<file path="src/rtl/mem_beat_sequencer.sv">
// mem_beat_sequencer: turns one core load/store request into 1..MAX_BEATS
// single-word SRAM accesses at consecutive (wrapping) word addresses.
// Loads gather the registered memory Q into a packed rdata vector.
// Optional build macro MEM_SEQ_ALIGN_CHK_EN: reject multi-beat requests whose
// base is not aligned to the next power of two >= beat count (done+err pulse).

// One rdata slot: holds the captured word until the next load refills it.
module mem_beat_slot #(
  parameter int DATA_W = 32
) (
  input  logic              clk,
  input  logic              rst,
  input  logic              cap,
  input  logic [DATA_W-1:0] d,
  output logic [DATA_W-1:0] q
);
  // capture register, cleared by reset
  always_ff @(posedge clk) begin
    if (rst)      q <= '0;
    else if (cap) q <= d;
  end
endmodule

module mem_beat_sequencer #(
  parameter int ADDR_W    = 7,
  parameter int DATA_W    = 32,
  parameter int MAX_BEATS = 2,
  parameter int CNT_W     = 1
) (
  input  logic                          clk,
  input  logic                          rst,
  input  logic                          req,
  input  logic                          we,
  input  logic [ADDR_W-1:0]             base_addr,
  input  logic [CNT_W-1:0]              beats_m1,
  input  logic [MAX_BEATS*DATA_W-1:0]   wdata,
  input  logic [DATA_W-1:0]             ReadDataMem,
  output logic                          CEN,
  output logic                          WEN,
  output logic                          OEN,
  output logic [ADDR_W-1:0]             A,
  output logic [DATA_W-1:0]             Data2Mem,
  output logic [MAX_BEATS*DATA_W-1:0]   rdata,
  output logic                          stall,
  output logic                          done,
  output logic                          err
);
  localparam int IDX_W = (MAX_BEATS > 1) ? $clog2(MAX_BEATS) : 1;

  typedef enum logic [1:0] {IDLE, RUN, DRAIN, DONE} state_t;

  typedef struct packed {
    logic              we;
    logic [ADDR_W-1:0] base;
    logic [IDX_W-1:0]  n_m1;   // clamped beat count minus one
  } req_t;

  state_t                             state, state_n;
  logic [IDX_W-1:0]                   cnt, cnt_n;
  req_t                               req_in, req_q;
  logic [MAX_BEATS-1:0][DATA_W-1:0]   wdata_q;
  logic [MAX_BEATS-1:0][DATA_W-1:0]   rdata_q;
  logic [MAX_BEATS-1:0]               cap_vec;
  logic                               cap_en;
  logic [IDX_W-1:0]                   cap_idx;
  logic                               accept;
  logic                               misalign;

  assign accept = (state == IDLE) && req && !rst;
  assign stall  = req & ~done;
  assign rdata  = rst ? '0 : rdata_q;

  // request as it would be latched: beat count clamped to MAX_BEATS
  always_comb begin
    req_in      = '0;
    req_in.we   = we;
    req_in.base = base_addr;
    if (32'(beats_m1) > 32'(MAX_BEATS - 1)) req_in.n_m1 = IDX_W'(MAX_BEATS - 1);
    else                                    req_in.n_m1 = IDX_W'(beats_m1);
  end

`ifdef MEM_SEQ_ALIGN_CHK_EN
  logic [ADDR_W-1:0] align_mask;
  logic              err_q;

  // low-bit mask of the next power of two >= N (zero for a single beat)
  always_comb begin
    align_mask = '0;
    for (int k = 0; k < IDX_W; k++)
      if (32'(align_mask) < 32'(req_in.n_m1)) align_mask = {align_mask[ADDR_W-2:0], 1'b1};
  end

  assign misalign = |(base_addr & align_mask);

  // remember whether the accepted request was rejected, for the done cycle
  always_ff @(posedge clk) begin
    if (rst)         err_q <= 1'b0;
    else if (accept) err_q <= misalign;
  end

  assign err = done & err_q;
`else
  assign misalign = 1'b0;
  assign err      = 1'b0;
`endif

  // state and beat counter
  always_ff @(posedge clk) begin
    if (rst) begin
      state <= IDLE;
      cnt   <= '0;
    end else begin
      state <= state_n;
      cnt   <= cnt_n;
    end
  end

  // latch request and store data so in-flight access ignores input changes
  always_ff @(posedge clk) begin
    if (rst) begin
      req_q   <= '0;
      wdata_q <= '0;
    end else if (accept) begin
      req_q   <= req_in;
      wdata_q <= wdata;
    end
  end

  // next state, memory strobes and load-capture selection
  always_comb begin
    state_n  = state;
    cnt_n    = cnt;
    CEN      = 1'b1;
    WEN      = 1'b1;
    OEN      = 1'b1;
    A        = '0;
    Data2Mem = '0;
    done     = 1'b0;
    cap_en   = 1'b0;
    cap_idx  = '0;
    if (!rst) begin
      case (state)
        IDLE: begin
          if (req) begin
            cnt_n   = '0;
            state_n = misalign ? DONE : RUN;
          end
        end
        RUN: begin
          CEN      = 1'b0;
          WEN      = ~req_q.we;
          OEN      = req_q.we;
          A        = req_q.base + ADDR_W'(cnt);
          Data2Mem = wdata_q[cnt];
          // Q of the previous beat is valid now
          if (!req_q.we && (cnt != '0)) begin
            cap_en  = 1'b1;
            cap_idx = cnt - IDX_W'(1);
          end
          if (cnt == req_q.n_m1) state_n = req_q.we ? DONE : DRAIN;
          else                   cnt_n   = cnt + IDX_W'(1);
        end
        DRAIN: begin
          cap_en  = 1'b1;
          cap_idx = req_q.n_m1;
          state_n = DONE;
        end
        DONE: begin
          done    = 1'b1;
          state_n = IDLE;
        end
        default: state_n = IDLE;
      endcase
    end
  end

  // rdata slot array
  for (genvar j = 0; j < MAX_BEATS; j++) begin : g_slot
    assign cap_vec[j] = cap_en && (cap_idx == IDX_W'(j));
    mem_beat_slot #(.DATA_W(DATA_W)) u_slot (
      .clk (clk),
      .rst (rst),
      .cap (cap_vec[j]),
      .d   (ReadDataMem),
      .q   (rdata_q[j])
    );
  end
endmodule

</file>
<file path="config.mk">
export PLATFORM = sky130hd
export DESIGN_NAME = mem_beat_sequencer
export DESIGN_NICKNAME = d
export VERILOG_FILES = /design/src/rtl/mem_beat_sequencer.sv
export SDC_FILE = /design/constraint.sdc
export NUM_CORES = 1
export LEC_CHECK = 0
export CAP_MARGIN = 20
export CELL_PAD_IN_SITES_DETAIL_PLACEMENT = 2
export CELL_PAD_IN_SITES_GLOBAL_PLACEMENT = 2
export CORE_ASPECT_RATIO = 0.6
export CORE_MARGIN = 5
export CORE_UTILIZATION = 28
export CTS_CLUSTER_SIZE = 30
export DETAILED_ROUTE_END_ITERATION = 6
export HOLD_SLACK_MARGIN = 0.15
export PLACE_DENSITY_LB_ADDON = 0.1
export SYNTH_ARGS = -nofsm -noshare
export SYNTH_HDL_FRONTEND = slang
export SYNTH_SLANG_ARGS = --single-unit
export TNS_END_PERCENT = 100
</file>
<file path="constraint.sdc">
create_clock -name clk -period 4.25 [get_ports clk]
set_input_delay 0.85 -clock clk [delete_from_list [all_inputs] [get_ports clk]]
set_output_delay 0.85 -clock clk [all_outputs]
set_load 0.005 [all_outputs]
</file>
==> results.md, run 1 <==
- Critical path origin: rst
- Post-synthesis sequential area ratio: 45.2%
- Reg-to-reg slack, setup: 1580 ps
- Main combinational cell family by area after synthesis: simple AND/OR/NAND/NOR gates
- Core area: 0.0219 mm2
- Tightest Pin Transition: 820 ps
- Library cells used by synthesis: 29
- Setup crit end kind: output pin
- Power share of the clock group: 35.1%
- Fmax: 0.292 GHz
- GRT Resource Usage Total: 16.9%
- IO Port Bufs: 215
- Synth Area in Compound Gates: 7.08%
- Stages on worst setup path: 4
- FF-to-FF path depth: 5
- Fillers: 2,353
- Synthesized flop and latch total: 140
- Layout cell share with drive strength beyond 1: 11.9%
- Iter 0 DRT Violations: 197
- Initial antenna violation count: 3
- Layout Nets: 999
- Post-Layout Inst Area: 0.00911 mm2
- HPWL Detailed: 15.5 mm
- Commonest non-fill, non-tap cell in the layout: clkdlybuf4s50_1
- Post-Route Setup TNS: 0 ps
- CTS buffer count: 17
- Max-slew violation count: 0
- RSZ-0062 raised after global routing: no
- Root buffer cell: clkbuf_16
- Clk_lat worst skew: 420 ps
- Area delta synth->final: 46.9%
- Slowest CP cell: buf_4
- Status: completed
- I/O pin count: 217
- VDD IR max: 0.321 mV
- CTS tree: built
- Slew HR: 45.3%
- Die area: 0.0253 mm2
- FFs w/ async S/R, synth: 0%
- Placed cell areas: 0.00855 mm2
- Post-Syn Area: 0.00620 mm2
- Worst-path cell chain: buf_4 > buf_4 > nor2b_1 > clkdlybuf4s50_1
- Post-CTS sizing: 0
- Die Width: 202 um
- Antenna-violating nets left: 0
- CTS Sinks: 140
- Final Skew: 10.4 ps
- Sw power: 1.22 mW
- Pin count of the biggest net entering global routing: 76
- RR Endpoint: g_slot[0].u_slot.q[21]
- CP delay by family, top: buffers and inverters
- Leak: 3.31 nW
- Proportion of synthesized area in mux cells: 18.8%
- Routed wire length: 21.6 mm
- Critical Path AT: 2580 ps
- Setup Crit Path Kind: input pin to output pin
- DRC: 0
- Dominant synthesized flop cell: dfxtp_1
- Syn Nets: 805
- Clk slew on worst S/H paths: 50 ps
- Worst setup SP type: input pin
- PwrDens: 429 mW/mm2
- Vias in the first global route: 6,099
- Cell Rows: 42
- CP most frequent cell: buf_4
- Critical register-to-register path startpoint: cnt
- Setup violations, final: 0
- Hold path cells: 2
- Global-route wire length before repair: 34.2 mm
- Postcts setup bufs: 0
- Initial Util: 28.3%
- H-tree depth: 4
- Internal power: 2.69 mW
- RD Place Congestion: 0.773
- Class of the worst hold path: flip-flop to flip-flop
- Worst Setup EP: rdata[5]
- Post-Synth Adder-Cell Area: 1.41%
- Minimum clock period: 3430 ps
- Post-synth EDFFs: 0
- Min Hold Slack: 459 ps
- Max Root-Sink Buffers: 2
- Hold bufs inserted after CTS: 0
- Sw frac: 31.2%
- Drt wl/cell: 18.2 um
- Buffers & Inverters on Critical Path: 3
- CP Max Fanout: 75
- Period utilization: 80.7%
- Final hold viol count: 0
- Syn avg cell area: 8.99 um2
- Via density: 4.58
- Slowest stage delay, CP: 680 ps
- Crit path required time: 3400 ps
- Max cap viols: 0
- Comb pwr share: 25.0%
- Seq pwr share: 39.9%
- XOR/XNOR share of the synthesized area: 0.565%
- Detailed-route via count: 5,414
- Initial DRT Pass Iterations: 4
- Most frequent cells in the layout: 214 x clkdlybuf4s50_1, 151 x nand2_1, 139 x dfxtp_1
- Warnings, synthesis: 0
- GRT overflow: 0
- Synth Area in Simple Gates: 22.9%
- Mapped Cells: 690
- Die Ht: 125 um
==> metrics by stage <==
step                setup WS [ps]  instances  power (mW)  util [%]
finish                        820       1183        3.91      41.6
global route                  690       1182        4.14      41.6
CTS                           794       1181        3.98      41.4
detailed placement            804       1150        2.58      39.0
global placement              918       1150        2.52      39.0
floorplan                    1770        690        2.17         -
==> Yosys cell counts (4+ instances only) <==
library cell / count / share of area, %
nand2_1: 152 / 9.2
dfxtp_1: 140 / 45
nor2b_1: 99 / 10
a21oi_1: 76 / 6.1
nor2_1: 37 / 2.2
mux2_2: 34 / 6.2
mux2i_1: 33 / 5.3
mux2_4: 30 / 7.3
clkbuf_1: 21 / 1.3
buf_2: 17 / 1.4
buf_1: 8 / 0.48
ha_1: 7 / 1.4
nand3_1: 5 / 0.40
inv_1: 4 / 0.24
o21ai_0: 4 / 0.32
==> layout make-up <==
| class | instances | area [um2] | share of cell area (%) |
|---|---|---|---|
| antenna | 1 | 2.50 | 0.0275 |
| clock buffer | 22 | 454 | 4.99 |
| clock inverter | 9 | 72.6 | 0.797 |
| inverter | 4 | 15.0 | 0.165 |
| multi-input combinational | 496 | 3160 | 34.7 |
| sequential | 140 | 2800 | 30.8 |
| tap | 286 | 358 | 3.93 |
| timing repair buffer | 225 | 2240 | 24.6 |
==> cell families after synthesis <==
family,Yosys count
and+or+nand+nor,303
muxes,97
other,1
xor gates and xnor gates,4
AOI/OAI and AO/OA,84
DFF,140
adders and majority gates,7
buffers and inverters,54
==> routing by layer <==
metal  vias up  GRT usage (%)  share of wire (%)
met5         -              0               0.19
met4         6           4.39                1.1
met3        22           5.62                5.5
met2       108           28.2                 48
met1      2645           21.2                 45
li1       2633              -                  -
==> registers in the layout, summed over array words and instances (netlist names) <==
name             flops
g_slot.u_slot.q     64
wdata_q             64
req_q                9
state                2
cnt                  1
==> worst reg2reg max path, cell delays in order, from the launching register on <==
cell,delay (ps)
dfxtp_2,320
buf_4,540
and3b_1,280
o2111a_2,640
buf_4,430
mux2_4,350
==> worst min path at each step <==
stage | startpoint | end | slack, ps
6_report | wdata_q[11] | wdata_q[11] | 460
5_1_grt | wdata_q[16] | wdata_q[16] | 480
4_1_cts | wdata_q[21] | wdata_q[21] | 460
3_5_place_dp | wdata_q[21] | wdata_q[21] | 450
3_3_place_gp | wdata_q[7] | wdata_q[7] | 440
2_1_floorplan | wdata_q[0] | wdata_q[0] | 440
==> power by group through the flow <==
stage | clock network [mW] | logic, mW | registers (mW)
2_1_floorplan | 0 | 0.608 | 1.56
3_3_place_gp | 0 | 0.945 | 1.57
3_5_place_dp | 0 | 0.991 | 1.59
4_1_cts | 1.42 | 1.00 | 1.56
5_1_grt | 1.48 | 1.09 | 1.58
6_report | 1.37 | 0.977 | 1.56
Power figures use the tool's default switching activity.
==> run 2, diff against run 1 <==
- CORE_UTILIZATION: 28 -> 23
- clock period: 4.25 -> 2.9 ns (I/O delays scaled with it)
==> run 2 against run 1 <==
Compared with the run above:
- via count fell by 0.70%
- clock skew down 1.9 ps
- clock-buffer cell count up 1
- register-to-register slack worse by 680 ps
- core utilization fell by 6.2 points
- die area grew 20%
- combinational power rose by 51%
- sequential share of layout area is 0.81 points lower
- hold slack worse by 0.99 ps
- critical path depth is 1 higher
- power rose by 55%
- final area increased by 2.7%
- highest routed layer unchanged
==> results.md, run 2 (synthesis gave the netlist of run 1 again) <==
- Status: completed (unchanged)
- Initial antenna violation count: 1 (was 3)
- Postcts setup bufs: 0 (unchanged)
- Min Hold Slack: 458 ps (was 459 ps)
- Hold bufs inserted after CTS: 0 (unchanged)
- I/O pin count: 217 (unchanged)
- Setup violations, final: 0 (unchanged)
- Via density: 4.27 (was 4.58)
- Root buffer cell: clkbuf_16 (unchanged)
- Layout Nets: 1,001 (was 999)
- HPWL Detailed: 16.4 mm (was 15.5 mm)
- RD Place Congestion: 0.718 (was 0.773)
- Post-Route Setup TNS: 0 ps (unchanged)
- Slew HR: 59.8% (was 45.3%)
- Routed wire length: 22.4 mm (was 21.6 mm)
- Pin count of the biggest net entering global routing: 69 (was 76)
- Initial DRT Pass Iterations: 4 (unchanged)
- CTS tree: built (unchanged)
- Slowest CP cell: clkdlybuf4s50_1 (was buf_4)
- Core area: 0.0265 mm2 (was 0.0219 mm2)
- VDD IR max: 0.294 mV (was 0.321 mV)
- Area delta synth->final: 50.9% (was 46.9%)
- CP delay by family, top: buffers and inverters (unchanged)
- Initial Util: 23.4% (was 28.3%)
- Worst-path cell chain: ha_2 > nand3_2 > or3_1 > a21oi_1 > clkdlybuf4s50_1 (was buf_4 > buf_4 > nor2b_1 > clkdlybuf4s50_1)
- Commonest non-fill, non-tap cell in the layout: clkdlybuf4s50_1 (unchanged)
- Vias in the first global route: 6,198 (was 6,099)
- Global-route wire length before repair: 35.6 mm (was 34.2 mm)
- GRT overflow: 0 (unchanged)
- Die Ht: 137 um (was 125 um)
- DRC: 0 (unchanged)
- GRT met2 Usage: 25.8% (was 28.2%)
- Fmax: 0.368 GHz
- Total inserted antenna cells: 0 (was 1)
- CTS buffer count: 17 (unchanged)
- Placed insts: 1,226 (was 1,150)
- Buffers & Inverters on Critical Path: 1 (was 3)
- Clk_lat worst skew: 440 ps (was 420 ps)
- Die area: 0.0305 mm2 (was 0.0253 mm2)
- Max Root-Sink Buffers: 2 (unchanged)
- Grt met1 use: 18.0% (was 21.2%)
- Biggest regs: g_slot.u_slot.q: 64 flops, wdata_q: 64 flops, req_q: 9 flops (unchanged)
- Die Width: 222 um (was 202 um)
- Detailed-route via count: 5,376 (was 5,414)
- Drt wl/cell: 17.8 um (was 18.2 um)
- Worst setup SP type: flip-flop (was input pin)
- Crit path required time: 2320 ps (was 3400 ps)
- PwrDens: 646 mW/mm2 (was 429 mW/mm2)
- Most frequent cells in the layout: 213 x clkdlybuf4s50_1, 151 x nand2_1, 139 x dfxtp_1 (was 214 x clkdlybuf4s50_1, 151 x nand2_1, 139 x dfxtp_1)
- Setup Crit Path Kind: flip-flop to output pin (was input pin to output pin)
- CP Max Fanout: 3 (was 75)
- GRT Resource Usage Total: 14.9% (was 16.9%)
- IO Port Bufs: 215 (unchanged)
- Max-slew violation count: 0 (unchanged)
- Minimum clock period: 2720 ps
- Slowest stage delay, CP: 520 ps (was 680 ps)
- Leak: 3.35 nW (was 3.31 nW)
- Antenna-violating nets left: 0 (unchanged)
- Post-CTS sizing: 2 (was 0)
- Layout Cells excl Fill: 1,259 (was 1,183)
- Global routing's busiest layer: met2 (unchanged)
- Setup crit end kind: output pin (unchanged)
- Iter 0 DRT Violations: 223 (was 197)
- Period utilization: 93.7%
- Max cap viols: 0 (unchanged)
- Met3 usage: 5.17% (was 5.62%)
- Final hold viol count: 0 (unchanged)
- Layout cell share with drive strength beyond 1: 13.0% (was 11.9%)
- Class of the worst hold path: flip-flop to flip-flop (unchanged)
- Cell Rows: 46 (was 42)
- RSZ-0062 raised after global routing: no (unchanged)
- Tightest Pin Transition: 603 ps (was 820 ps)
- Clk slew on worst S/H paths: 60 ps (was 50 ps)
- Final Skew: 8.45 ps (was 10.4 ps)
- CTS Sinks: 140 (unchanged)
- Critical Path AT: 2140 ps (was 2580 ps)
- H-tree depth: 4 (unchanged)
[run 2: cell count changes in the layout (fill, tap and decap cells not counted), moves of 3 or more]
cell / before / now
clkinv_2: 7 / 1
clkbuf_1: 4 / 1
clkinvlp_4: 1 / 6
buf_4: 10 / 6
buf_12: 0 / 5
clkbuf_8: 1 / 5
[run 2: per-stage QoR]
| step | setup WS [ps] | utilization, % | power, mW | cell area, um2 |
|---|---|---|---|---|
| after floorplan | 840 | - | 3.17 | 6200 |
| after global placement | 377 | 32.9 | 3.77 | 8710 |
| after detailed placement | 356 | 32.9 | 3.85 | 8710 |
| after CTS | 29.5 | 35.2 | 6.16 | 9320 |
| after global routing | 15.0 | 35.3 | 6.42 | 9360 |
| final | 182 | 35.3 | 6.04 | 9360 |
[run 2: worst min-delay path, stage by stage (launching register included)]
cell,delay [ps]
dfxtp_1,310
nand2_1,50
a21oi_1,50
[run 2: final timing paths]
| path | depth (start not counted) | start | end | slack, ps |
|---|---|---|---|---|
| hold reg to reg | 2 | wdata_q[37] | wdata_q[37] | 460 |
| setup / recovery | 5 | req_q[1] | A[5] | 180 |
| setup reg to reg | 7 | state[1] | g_slot[0].u_slot.q[20] | 900 |
| hold / removal | 2 | wdata_q[37] | wdata_q[37] | 460 |
[run 2: where the power goes]
group | total, mW | switching [mW] | internal, mW
Clock | 2.27 | 0.892 | 1.38
Sequential | 2.29 | 0.136 | 2.15
Combinational | 1.48 | 0.837 | 0.645
[run 2: routing by layer]
layer / vias to the layer above / wire [um]
met4: 2 / 296
met1: 2612 / 10100
met3: 23 / 1110
met5: - / 11
met2: 102 / 10900
li1: 2637 / -
[run 2: area by class of cell]
class	instances	area, um2
Multi-Input combinational cell	496	3170
Tap cell	360	450
Clock buffer	23	498
Inverter	4	15.0
Clock inverter	9	110
Sequential cell	140	2800
Timing Repair Buffer	227	2310
Fill cell	2928	17100
==> run 3, diff against run 2 <==
- CORE_ASPECT_RATIO: 0.6 -> 0.7
==> run 3 against run 2 <==
Compared with the run above:
- final area grew 1.2%
- sequential share of layout area is 0.36 points lower
- cell count grew 0.40%
- via count up 0.50%
- register-to-register slack worse by 50 ps
- clock-buffer cell count down 2
- hold slack hardly changed
- sequential power about the same
- routed wire length decreased by 1.7%
- core utilization is 0.20 points higher
- maximum frequency down 3.0%
- first-iteration DRC count fell by 54%
==> results.md, run 3 (synthesis gave the netlist of run 1 again) <==
- Status: completed (unchanged)
- RD Place Congestion: 0.777 (was 0.718)
- Detailed-route via count: 5,403 (was 5,376)
- Fillers: 2,935 (was 2,928)
- Register area: 0.00280 mm2 (unchanged)
- Via density: 4.27 (about the same)
- Setup crit end kind: output pin (unchanged)
- Initial DRT Pass Iterations: 4 (unchanged)
- Max cap viols: 0 (unchanged)
- Critical register-to-register path startpoint: state[0] (was state[1])
- Class of the worst hold path: flip-flop to flip-flop (unchanged)
- DP Worst Slack: 309 ps (was 356 ps)
- CP Max Fanout: 3 (unchanged)
- Final Skew: 8.41 ps (was 8.45 ps)
- Fmax: 0.357 GHz (was 0.368 GHz)
- Clk slew on worst S/H paths: 60 ps (about the same)
- Area occupied by multi-input gates: 0.00319 mm2 (was 0.00317 mm2)
- Routed wire length: 22.0 mm (was 22.4 mm)
- Worst setup SP type: flip-flop (unchanged)
- Slowest stage delay, CP: 510 ps (was 520 ps)
- Final hold viol count: 0 (unchanged)
- Die area: 0.0304 mm2 (was 0.0305 mm2)
- Final core utilization: 35.5% (was 35.3%)
- Biggest regs: g_slot.u_slot.q: 64 flops, wdata_q: 64 flops, req_q: 9 flops (unchanged)
- Die Ht: 147 um (was 137 um)
- Setup violations, final: 0 (unchanged)
- Hold-critical path endpoint: wdata_q[40] (was wdata_q[37])
- Pin count of the biggest net entering global routing: 73 (was 69)
- GRT Resource Usage Total: 14.6% (was 14.9%)
- Area delta synth->final: 52.7% (was 50.9%)
- Antenna-violating nets left: 0 (unchanged)
- Crit path required time: 2320 ps (about the same)
- Root buffer cell: clkbuf_16 (unchanged)
- Hold path startpoint: wdata_q[40] (was wdata_q[37])
- IO Port Bufs: 215 (unchanged)
- Slowest CP cell: clkdlybuf4s50_1 (unchanged)
- Worst-path cell chain: ha_2 > ha_4 > nand2_1 > or3_1 > a21oi_2 > clkdlybuf4s50_1 (was ha_2 > nand3_2 > or3_1 > a21oi_1 > clkdlybuf4s50_1)
- GRT overflow: 0 (unchanged)
- CTS buffer count: 17 (unchanged)
- Layout cell share with drive strength beyond 1: 13.3% (was 13.0%)
- Critical Path AT: 2220 ps (was 2140 ps)
- VDD IR max: 0.421 mV (was 0.294 mV)
- Reg-to-reg slack, setup: 850 ps (was 900 ps)
- Core area: 0.0267 mm2 (was 0.0265 mm2)
- Routed wl met3: 1.25 mm (was 1.11 mm)
- Initial antenna violation count: 2 (was 1)
- Vias in the first global route: 6,054 (was 6,198)
- HPWL Detailed: 16.2 mm (was 16.4 mm)
- Leak: 3.40 nW (was 3.35 nW)
- Post-Route Setup TNS: 0 ps (unchanged)
- Setup Crit Path Kind: flip-flop to output pin (unchanged)
- Cell Rows: 50 (was 46)
- Wire length on met1: 10.1 mm (about the same)
- Top sig layer: met5 (unchanged)
- Max Root-Sink Buffers: 2 (unchanged)
- Max-slew violation count: 0 (unchanged)
- Initial Util: 23.3% (was 23.4%)
- Most frequent cells in the layout: 214 x clkdlybuf4s50_1, 150 x nand2_1, 139 x dfxtp_1 (was 213 x clkdlybuf4s50_1, 151 x nand2_1, 139 x dfxtp_1)
- FF-to-FF path depth: 6 (was 7)
- Clk_lat worst skew: 420 ps (was 440 ps)
- Minimum clock period: 2800 ps (was 2720 ps)
- PwrDens: 669 mW/mm2 (was 646 mW/mm2)
- Hold path cells: 2 (unchanged)
- CTS Sinks: 140 (unchanged)
- Commonest non-fill, non-tap cell in the layout: clkdlybuf4s50_1 (unchanged)
- Postcts setup bufs: 0 (unchanged)
- DRC: 0 (unchanged)
- Global-route wire length before repair: 34.6 mm (was 35.6 mm)
- CTS tree: built (unchanged)
- Total inserted antenna cells: 0 (unchanged)
- Layout Nets: 1,002 (was 1,001)
- Setup WS post-layout: 98.0 ps (was 182 ps)
- Drt wl/cell: 17.4 um (was 17.8 um)
- WL met2: 10.4 mm (was 10.9 mm)
- I/O pin count: 217 (unchanged)
- Period utilization: 96.6% (was 93.7%)
- H-tree depth: 4 (unchanged)
- RR Endpoint: g_slot[1].u_slot.q[25] (was g_slot[0].u_slot.q[20])
- Hold bufs inserted after CTS: 0 (unchanged)
- Iter 0 DRT Violations: 103 (was 223)
- Die Width: 206 um (was 222 um)
-- run 3: cell count changes in the layout (fill, tap and decap cells not counted), moves of 2 or more --
cell        change
bufinv_16       +3
clkinv_2        +2
clkinvlp_4      -3
ha_4            +2
-- run 3: layer usage --
| metal | global-route usage, % | vias up |
|---|---|---|
| met5 | 0 | - |
| met4 | 3.62 | 4 |
| met3 | 4.91 | 22 |
| met2 | 23.6 | 104 |
| met1 | 18.7 | 2635 |
| li1 | - | 2638 |
-- run 3: worst max path at each step --
stage | cells after the start | start | to | slack, ps
3_3_place_gp | 6 | rst | Data2Mem[9] | 360
3_5_place_dp | 6 | rst | Data2Mem[17] | 310
2_1_floorplan | 7 | state[1] | A[4] | 840
6_report | 6 | req_q[1] | A[6] | 100
5_1_grt | 6 | req_q[1] | A[6] | -4
4_1_cts | 6 | req_q[1] | A[6] | 10
-- run 3: critical path: cells and delay by family (launching register included) --
kind | cells | cell delay [ps]
compound gates | 1 | 150
fa+ha+maj | 2 | 360
flops | 1 | 330
buf+inv | 1 | 510
simple gates | 2 | 450
-- run 3: what timing repair did --
item	in CTS	in global routing
resized for setup	4	6
setup endpoints to repair	35	28
pin swaps	0	0
-- run 3: area by class of cell --
| class | count | share of cell area, % |
|---|---|---|
| multi-input combinational | 496 | 33.7 |
| clock buffer | 21 | 5.07 |
| tap | 364 | 4.81 |
| clock inverter | 11 | 1.98 |
| inverter | 4 | 0.159 |
| timing repair buffer | 228 | 24.6 |
| sequential | 140 | 29.6 |
-- run 3: per-stage QoR --
step	hold slack [ps]	instances	instance area [um2]	power (mW)
floorplan	436	690	6200	3.17
global placement	441	1232	8760	3.82
detailed placement	451	1232	8760	3.90
CTS	459	1264	9440	6.48
global route	480	1264	9470	6.73
finish	458	1264	9470	6.34
-- run 3: power breakdown --
part / internal, mW / total (mW) / leakage (nW) / switching (mW)
logic: 0.696 / 1.55 / 1.94 / 0.858
registers: 2.15 / 2.29 / 1.14 / 0.136
clock network: 1.61 / 2.49 / 0.321 / 0.877
